==> src/rtl/uart_tx_arbiter.sv <==
// uart_tx_arbiter: shares one uart_tx serializer between N_REQ byte-stream
// requesters. Grants are round-robin and held for a whole packet, that is until
// the byte flagged "last" has been shifted out. A packet whose requester stalls
// mid-packet for GAP_TIMEOUT cycles is aborted.
//
// Optional feature: define UART_ARB_ID_HEADER_EN to send one header byte
// {4'hA, 1'b0, g[2:0]} ahead of each granted packet.
//
// Ports:
//   i_Clock, i_Reset_n        clock, asynchronous active-low reset
//   i_Req_Valid/Byte/Last     per-requester byte stream (byte k at [8k+7:8k])
//   o_Req_Ready               combinational one-hot accept strobe (LOAD only)
//   o_Grant                   registered one-hot owner, 0 when idle
//   o_Abort                   one-cycle pulse on a timed-out requester
//   o_Tx_DV, o_Tx_Byte        load strobe and byte to uart_tx
//   i_Tx_Active, i_Tx_Done    uart_tx status
module uart_tx_arbiter #(
  parameter int unsigned N_REQ       = 4,
  parameter int unsigned GAP_TIMEOUT = 1024
) (
  input  logic                 i_Clock,
  input  logic                 i_Reset_n,
  input  logic [N_REQ-1:0]     i_Req_Valid,
  input  logic [8*N_REQ-1:0]   i_Req_Byte,
  input  logic [N_REQ-1:0]     i_Req_Last,
  output logic [N_REQ-1:0]     o_Req_Ready,
  output logic [N_REQ-1:0]     o_Grant,
  output logic [N_REQ-1:0]     o_Abort,
  output logic                 o_Tx_DV,
  output logic [7:0]           o_Tx_Byte,
  input  logic                 i_Tx_Active,
  input  logic                 i_Tx_Done
);

  localparam int unsigned IDX_W = (N_REQ > 1) ? $clog2(N_REQ) : 1;
  localparam int unsigned GAP_W = $clog2(GAP_TIMEOUT + 1);

  typedef enum logic [1:0] {
    S_IDLE,
    S_LOAD,
    S_WAIT_DONE
`ifdef UART_ARB_ID_HEADER_EN
    , S_HEADER
`endif
  } state_t;

  state_t             state_q, state_d;
  logic [N_REQ-1:0]   grant_q, grant_d;
  logic [IDX_W-1:0]   idx_q, idx_d;
  logic [IDX_W-1:0]   last_grant_q, last_grant_d;
  logic [GAP_W-1:0]   gap_q, gap_d;
  logic               last_flag_q, last_flag_d;
  logic [N_REQ-1:0]   abort_q, abort_d;
  logic               dv_q, dv_d;
  logic [7:0]         byte_q, byte_d;
  logic               done_q;
  logic               done_rise_q;
  logic [N_REQ-1:0]   ready_c;

  logic               sel_found;
  logic [IDX_W-1:0]   sel_idx;
  logic [IDX_W-1:0]   cand;

  // Round-robin search starting just after the previous owner.
  always_comb begin : rr_select
    sel_found = 1'b0;
    sel_idx   = '0;
    cand      = '0;
    for (int i = 0; i < int'(N_REQ); i++) begin
      cand = IDX_W'((int'(last_grant_q) + i + 1) % int'(N_REQ));
      if (!sel_found && i_Req_Valid[cand]) begin
        sel_found = 1'b1;
        sel_idx   = cand;
      end
    end
  end

  // Next-state and registered-output logic.
  always_comb begin : fsm_next
    state_d      = state_q;
    grant_d      = grant_q;
    idx_d        = idx_q;
    last_grant_d = last_grant_q;
    gap_d        = gap_q;
    last_flag_d  = last_flag_q;
    abort_d      = '0;
    dv_d         = 1'b0;
    byte_d       = byte_q;
    ready_c      = '0;

    case (state_q)
      S_IDLE: begin
        // Also covers a frame left in flight by a reset: wait for Active low.
        if (sel_found && !i_Tx_Active) begin
          grant_d = N_REQ'(1) << sel_idx;
          idx_d   = sel_idx;
          gap_d   = '0;
`ifdef UART_ARB_ID_HEADER_EN
          state_d = S_HEADER;
`else
          state_d = S_LOAD;
`endif
        end
      end

`ifdef UART_ARB_ID_HEADER_EN
      // Header is never the packet end, so WAIT_DONE returns to LOAD.
      S_HEADER: begin
        byte_d      = {4'hA, 1'b0, 3'(idx_q)};
        last_flag_d = 1'b0;
        dv_d        = 1'b1;
        state_d     = S_WAIT_DONE;
      end
`endif

      S_LOAD: begin
        if (i_Req_Valid[idx_q]) begin
          ready_c[idx_q] = 1'b1;
          byte_d         = i_Req_Byte[{idx_q, 3'b000} +: 8];
          last_flag_d    = i_Req_Last[idx_q];
          gap_d          = '0;
          dv_d           = 1'b1;
          state_d        = S_WAIT_DONE;
        end else if (gap_q == GAP_W'(GAP_TIMEOUT - 1)) begin
          // Stalled for GAP_TIMEOUT cycles: drop the packet.
          abort_d[idx_q] = 1'b1;
          grant_d        = '0;
          last_grant_d   = idx_q;
          gap_d          = '0;
          state_d        = S_IDLE;
        end else begin
          gap_d = gap_q + GAP_W'(1);
        end
      end

      S_WAIT_DONE: begin
        if (done_rise_q) begin
          if (last_flag_q) begin
            grant_d      = '0;
            last_grant_d = idx_q;
            state_d      = S_IDLE;
          end else begin
            state_d = S_LOAD;
          end
        end
      end

      default: state_d = S_IDLE;
    endcase
  end

  // State and output registers; Done edge detect runs continuously so a
  // level already high on entry to WAIT_DONE is never taken as a new edge.
  always_ff @(posedge i_Clock or negedge i_Reset_n) begin
    if (!i_Reset_n) begin
      state_q      <= S_IDLE;
      grant_q      <= '0;
      idx_q        <= '0;
      last_grant_q <= IDX_W'(N_REQ - 1);
      gap_q        <= '0;
      last_flag_q  <= 1'b0;
      abort_q      <= '0;
      dv_q         <= 1'b0;
      byte_q       <= 8'h00;
      done_q       <= 1'b0;
      done_rise_q  <= 1'b0;
    end else begin
      state_q      <= state_d;
      grant_q      <= grant_d;
      idx_q        <= idx_d;
      last_grant_q <= last_grant_d;
      gap_q        <= gap_d;
      last_flag_q  <= last_flag_d;
      abort_q      <= abort_d;
      dv_q         <= dv_d;
      byte_q       <= byte_d;
      done_q       <= i_Tx_Done;
      done_rise_q  <= i_Tx_Done & ~done_q;
    end
  end

  assign o_Req_Ready = ready_c;
  assign o_Grant     = grant_q;
  assign o_Abort     = abort_q;
  assign o_Tx_DV     = dv_q;
  assign o_Tx_Byte   = byte_q;

endmodule
==> config.mk <==
export PLATFORM = sky130hd
export DESIGN_NAME = uart_tx_arbiter
export DESIGN_NICKNAME = d
export VERILOG_FILES = /design/src/rtl/uart_tx_arbiter.sv
export SDC_FILE = /design/constraint.sdc
export NUM_CORES = 1
export LEC_CHECK = 0
export BUFFER_PORTS_ARGS = -buffer_cell sky130_fd_sc_hd__buf_2
export CORE_UTILIZATION = 51
export CTS_BUF_LIST = sky130_fd_sc_hd__clkbuf_16
export CTS_CLUSTER_SIZE = 10
export DETAILED_ROUTE_END_ITERATION = 10
export HOLD_SLACK_MARGIN = 0.02
export PLACE_DENSITY = 0.8
export SLEW_MARGIN = 20
export SYNTH_ARGS = -nofsm -noshare
export SYNTH_HDL_FRONTEND = slang
export SYNTH_SLANG_ARGS = --single-unit
==> constraint.sdc <==
create_clock -name i_Clock -period 2.8 [get_ports i_Clock]
set_input_delay 0.28 -clock i_Clock [delete_from_list [all_inputs] [get_ports i_Clock]]
set_output_delay 0.28 -clock i_Clock [all_outputs]
set_load 0.005 [all_outputs]
# After elaboration in Yosys (flattened, before gate mapping)
# Cells that the tools add are included.
classes:
  reduce_logical: 19
  n_lt_le_gt_ge: 6
  muxes: 50
  addsub: 7
  n_eq_ne: 9
  n_shift: 2
  bitwise: 2
ops:
  columns: ["operator", "n"]
  rows:
  - ["2-to-1 mux 4 bit", 10]
  - ["2-to-1 mux 11 bit", 3]
  - ["indexed part select 32 x 6 -> 8 bit", 1]
  - ["2-to-1 mux 2 bit", 12]
  - ["case mux 11 bit (2 select lines)", 1]
  - ["less-than comparator 2 x 3 -> 1 bit (second input constant)", 5]
  - ["2-to-1 mux 1 bit", 14]
  - ["binary-select mux 1 bit (select 2 bit)", 6]
  - ["case mux 4 bit (3 select lines)", 1]
  - ["adder 11 x 1 -> 11 bit (second input constant)", 1]
  - ["equality test 11 x 10 -> 1 bit (second input constant)", 1]
  - ["inequality test 2 bit (second input constant)", 5]
  - ["adder 2 x 1 -> 2 bit (second input constant)", 4]
  - ["case mux 2 bit (3 select lines)", 1]
  - ["AND reduction 2 bit", 3]
  - ["AND reduction 6 bit", 1]
  - ["logical AND 1 bit", 5]
  - ["AND reduction 5 bit", 1]
  - ["adder 2 bit (second input constant)", 2]
  - ["zero test 1 bit", 4]
  - ["case mux 2 bit (2 select lines)", 1]
  - ["nonzero test 2 bit", 2]
  - ["left shift 1 x 2 -> 4 bit (first input constant)", 1]
  - ["inequality test 3 bit (second input constant)", 1]
  - ["other kinds (9)", 9]
word_totals:
  reg_bits: 37
  wordCells: 106
  in_bits: 44
  out_inout_bits: 21

# Depth between registers and ports, before layout
depth:
  ltp_word: 16
  depth_mapped: 6
  mapped_depth_nobuf: 6

# Worst setup path after synthesis
# No wires, ideal clock.
synth_path:
  kind: "register to register"
  start: "register idx_q[0]"
  end: "register grant_q[0] (netlist: o_Grant[0])"
  path_slack_ps: 484
  setup_time_ps: 110
  path_stages_with_launch: 6
  t_required_ps: 2690
  path_buffers: 1
  arrival_ps: 2206
  period_less_slack_ps: 2316
  cell_sequence: "dfrtp_1 buf_6 mux4_2 o41a_1 or3_4 o41ai_1"
synth_between:
  elab_chain_len: 4
synth_rtl:
  columns: ["item", "line", "source"]
  rows:
  - ["start, declared", "49", "logic [IDX_W-1:0] idx_q, idx_d;"]
  - ["start signal, assigned", "170", "idx_q <= idx_d;"]
  - ["binary-select mux 1 bit (select 2 bit)", "117", "if (i_Req_Valid[idx_q]) begin"]
  - ["2-to-1 mux 1 bit (implied by the code)", "117", null]
  - ["inequality test 2 bit (no source line)", null, null]
  - ["AND reduction 6 bit (no source line)", null, null]
  - ["end signal, assigned", "169", "grant_q <= grant_d;"]
  - ["end, declared", "48", "logic [N_REQ-1:0] grant_q, grant_d;"]
# No other way between the ends. The select of a mux whose other input is x is not followed.
# A chain may end at the register's enable or synchronous reset.

# Final worst setup path
layout_path:
  start: "register idx_q[0]"
  end: "register grant_q[1] (netlist: o_Grant[1])"
# Same word-level chain as after synthesis.

==> results <==
- The run finished with clean final reports.
- Synthesis produced 190 cells.
- STA puts the critical path data required time at 2960 ps.
- In this run the horizontal extent of the chip is 66.2 microns.
- The type of the most critical hold path is in -> async.
- Across every metal layer, demand over resource in global routing totals ~23%.
- The leakage dissipation is ~1.2 nW.
- The number of detailed-route iterations in the first pass is 4.
- Summing internal, switching and leakage power gives 2.68 mW.
- Yosys printed 0 warnings.
- After synthesis, flip-flops and latches occupy 44.2% of the total area.
- The final HPWL from detailed placement is ~3.3 mm.
- The die covers between 4000 and 5000 sq um.
- Once detail routing completed, the nets flagged for antenna violations numbered 0.
- Internal power comes to 1.79 mW.
- The analysis attributes to net switching a power of 0.891 mW.
- The hold-fix buffer count after cts is 0.
- The number of nets in the synthesized netlist is 239.
- The number of diodes added for antenna fixing is 0.
- Combinational logic is responsible for a little over two fifths of the overall power.
- The region available for standard cell placement spans ~3800 sq um.
- Entering global routing, the biggest net connects 38 pins.
- Dividing the final minimum period by the clock period gives 85.0%.
- The power density over the cells is just over 1000 nW/um^2.
- STA classifies the critical path endpoint as a flop.
- STA classifies the critical path startpoint as a flop.
- The synthesized design contains 0 enable-type register cells.
- The clock net in this run drives a total of 37 sinks.
- The first global-routing pass estimated roughly 7.3 mm of wire.
- After synthesis the netlist holds a flip-flop and latch count of 37.
- For the worst-skew pair, the clock arrives at the later sink with an insertion delay of 280 ps.
- The number of clock buffers added by TritonCTS is 5.
- The final period demand of the worst path is 2380 ps.
- The total count of max-transition violations in the final report came to 0.
- After clock tree synthesis, the clock-pin slew on the worst setup and hold paths is 50 ps.
- After filler insertion, the fill cell instance count of the layout stands at 291.
- The most instantiated flip-flop cell in the synthesis netlist is sky130_fd_sc_hd__dfrtp_1.
- Along the worst path, the maximum fanout reaches 6.
- The distinct cell type count of the synthesized netlist is 41.
- The initial antenna violation count is 0.
- The detailed-route wire length is about 4.6 mm.
- The path type of the worst setup path is reg -> reg.
- In this run the clock root is driven by a sky130_fd_sc_hd__clkbuf_16.
- The layout cell share with drive strength beyond 1 is 40.5%.
- The die height is 66.2 microns.
- In this run the cell area of the synthesized design comes to ~2100 sq um.
- The mean routed wirelength per cell is 15.2 microns.
- Based on the critical path, the design can be clocked at up to 420 MHz.
- The final-layout setup total negative slack is 0 ps.
- The finished layout holds 305 standard cells, fillers aside.
- The number of global-route vias before repair is 1684.
- Net switching is 33.2% of the power.
- For this run, the post-layout net count is 305.
- The number of rows created at floorplan is 22.
- At the pin with the least slew margin, the transition time is 805 ps.
- For this run, design rule violations remaining after detail routing come to 0.
- At the worst endpoint, the arrival time is 2540 ps.
- The worst-case hold slack is 88.9 ps.
- In the synthesized netlist the async set-or-reset flop fraction comes to 100%.
- The max-cap violation count is 0.
- Compared with the post-synthesis result, the final layout area differs by 26.5%.
- The final global-route overflow total is 0.
- The number of vias in the routed layout is 1799.
- The final design utilization is between 60% and 70%.
- The H-tree was split into 2 levels.
- Once the floorplan was initialized, standard cells occupied between 50% and 60% of the core.
- During I/O placement, the number of pins put on the boundary was 65.
- Dividing the detail-routed via count by the number of cells gives just under 6.
- The count of input and output buffers is 64.
- Setup violations remaining at the end of the flow were counted as 0.
- Summing all multi-input logic gate instances after layout gives 1100 sq um.
- The register area is 928 sq um.
- The number of placed instances, taps included, is 297.
- In this run, the number of DRC markers left after iteration 0 of detailed routing was 94.
- The average footprint of a synthesized cell is roughly 11 sq um.
- The number of instances resized during post-cts repair is 0.
- The worst clock skew is 3.24 ps.
- The weighted congestion at the end of routability-driven global placement is 0.838.
- The clock passes through at most 2 buffers.
- The relative max-transition margin is 46.4%.
- The share of total power dissipated in sequential elements is 30.3%.
- The CTS tree is built.
- Of the total power, the clock network draws 26.9%.
- IR analysis of the VDD net gives a maximum drop of 0.495 mV.
- Setup repair after global routing left no endpoint under its margin.
- The number of buffers inserted by post-CTS setup repair is 0.
- The number of hold-slack violations in the final timing report is 0.
-- synth_stat cells (5+ instances only) --
cell type / number / area [sq um]
sky130_fd_sc_hd__nor2_1: 10 / 37.5
sky130_fd_sc_hd__inv_1: 8 / 30.0
sky130_fd_sc_hd__dfrtp_1: 35 / 876
sky130_fd_sc_hd__nand2b_1: 8 / 50.1
sky130_fd_sc_hd__nand3_1: 11 / 55.1
sky130_fd_sc_hd__o31ai_1: 8 / 60.1
sky130_fd_sc_hd__o21ai_0: 7 / 35.0
sky130_fd_sc_hd__clkbuf_1: 7 / 26.3
sky130_fd_sc_hd__nor3_1: 7 / 35.0
sky130_fd_sc_hd__nand2_1: 14 / 52.6
sky130_fd_sc_hd__mux4_2: 10 / 225
sky130_fd_sc_hd__ha_1: 5 / 62.6
sky130_fd_sc_hd__mux2_2: 15 / 169
-- cells by family (layout without fill, tap and decap cells) --
| family | Yosys count | after routing | synth area share, % |
|---|---|---|---|
| AOI/OAI and AO/OA | 42 | 42 | 14.8 |
| adders and majority gates | 5 | 5 | 2.98 |
| buffers and inverters | 16 | 83 | 3.22 |
| DFF | 37 | 37 | 44.2 |
| muxes | 25 | 25 | 18.8 |
| and+or+nand+nor | 65 | 65 | 16.0 |
-- worst paths after layout --
check	from	to	slack, ps	cells past startpoint
setup / recovery	idx_q[0]	o_Grant[1]	420	4
hold / removal	i_Reset_n	o_Grant[2]	90	1
setup reg to reg	idx_q[0]	o_Grant[1]	420	4
hold reg to reg	done_q	done_rise_q	390	1
max in group asynchronous	i_Reset_n	o_Abort[3]	2210	1
min in group i_Clock	i_Tx_Done	done_q	120	1
-- layout by cell type, fill, tap and decap left out, drive strengths merged, types with 2 or more instances in the layout --
| cell type | synthesis | layout |
|---|---|---|
| inv | 8 | 8 |
| o41ai | 2 | 2 |
| ha | 5 | 5 |
| nor2b | 3 | 3 |
| o221ai | 2 | 2 |
| mux2 | 15 | 15 |
| o31ai | 8 | 8 |
| nand2 | 14 | 14 |
| nor2 | 10 | 10 |
| o21a | 2 | 2 |
| dfrtp | 35 | 35 |
| o21ai | 7 | 7 |
| nand4 | 2 | 2 |
| a41oi | 2 | 2 |
| nand2b | 8 | 8 |
| nor3b | 2 | 2 |
| a31oi | 3 | 3 |
| or3 | 3 | 3 |
| bufinv | 0 | 2 |
| a21oi | 2 | 2 |
| nor3 | 7 | 7 |
| buf | 1 | 67 |
| clkbuf | 7 | 5 |
| dfstp | 2 | 2 |
| o311ai | 3 | 3 |
| a22oi | 2 | 2 |
| mux4 | 10 | 10 |
| nand3 | 11 | 11 |
| a22o | 2 | 2 |
-- metrics by stage --
step / cell area [sq um] / setup slack (ps)
6_report: 2660 / 419
5_1_grt: 2660 / 344
4_1_cts: 2660 / 431
3_5_place_dp: 2460 / 435
3_3_place_gp: 2460 / 504
2_1_floorplan: 2100 / 484
-- final cells by class --
| type | instances | share of cell area, % |
|---|---|---|
| Inverter | 8 | 1.13 |
| Multi-Input combinational cell | 137 | 41.6 |
| Clock buffer | 5 | 4.71 |
| Clock inverter | 3 | 2.45 |
| Tap cell | 48 | 2.26 |
| Timing Repair Buffer | 67 | 12.9 |
| Sequential cell | 37 | 35.0 |
-- routing by layer --
layer	up-vias	share of wire (%)	track usage, %
met4	0	2.5	12.8
met3	10	6.8	3.97
met1	862	41	26.5
met5	-	0	0
li1	855	-	-
met2	72	49	39.7
-- power by group through the flow --
stage	Sequential (mW)	Combinational (mW)	Clock, mW
floorplan	0.803	0.836	0
global placement	0.813	1.12	0
detailed placement	0.819	1.15	0
CTS	0.813	1.16	0.734
global route	0.840	1.25	0.758
finish	0.813	1.15	0.720
-- registers in the layout, summed over array words and instances, names as in the netlist --
register	flops
o_Abort	4
done_rise_q	1
o_Grant	4
last_grant_q	2
gap_q	11
done_q	1
o_Tx_DV	1
idx_q	2
last_flag_q	1
state_q	2
o_Tx_Byte	8
-- critical path: stages (launching register included) --
cell,delay (ps)
sky130_fd_sc_hd__dfrtp_1,370
sky130_fd_sc_hd__mux4_2,550
sky130_fd_sc_hd__o41a_1,520
sky130_fd_sc_hd__or3_4,440
sky130_fd_sc_hd__o41ai_1,380
Note: power is estimated with default switching activity, not from simulation.
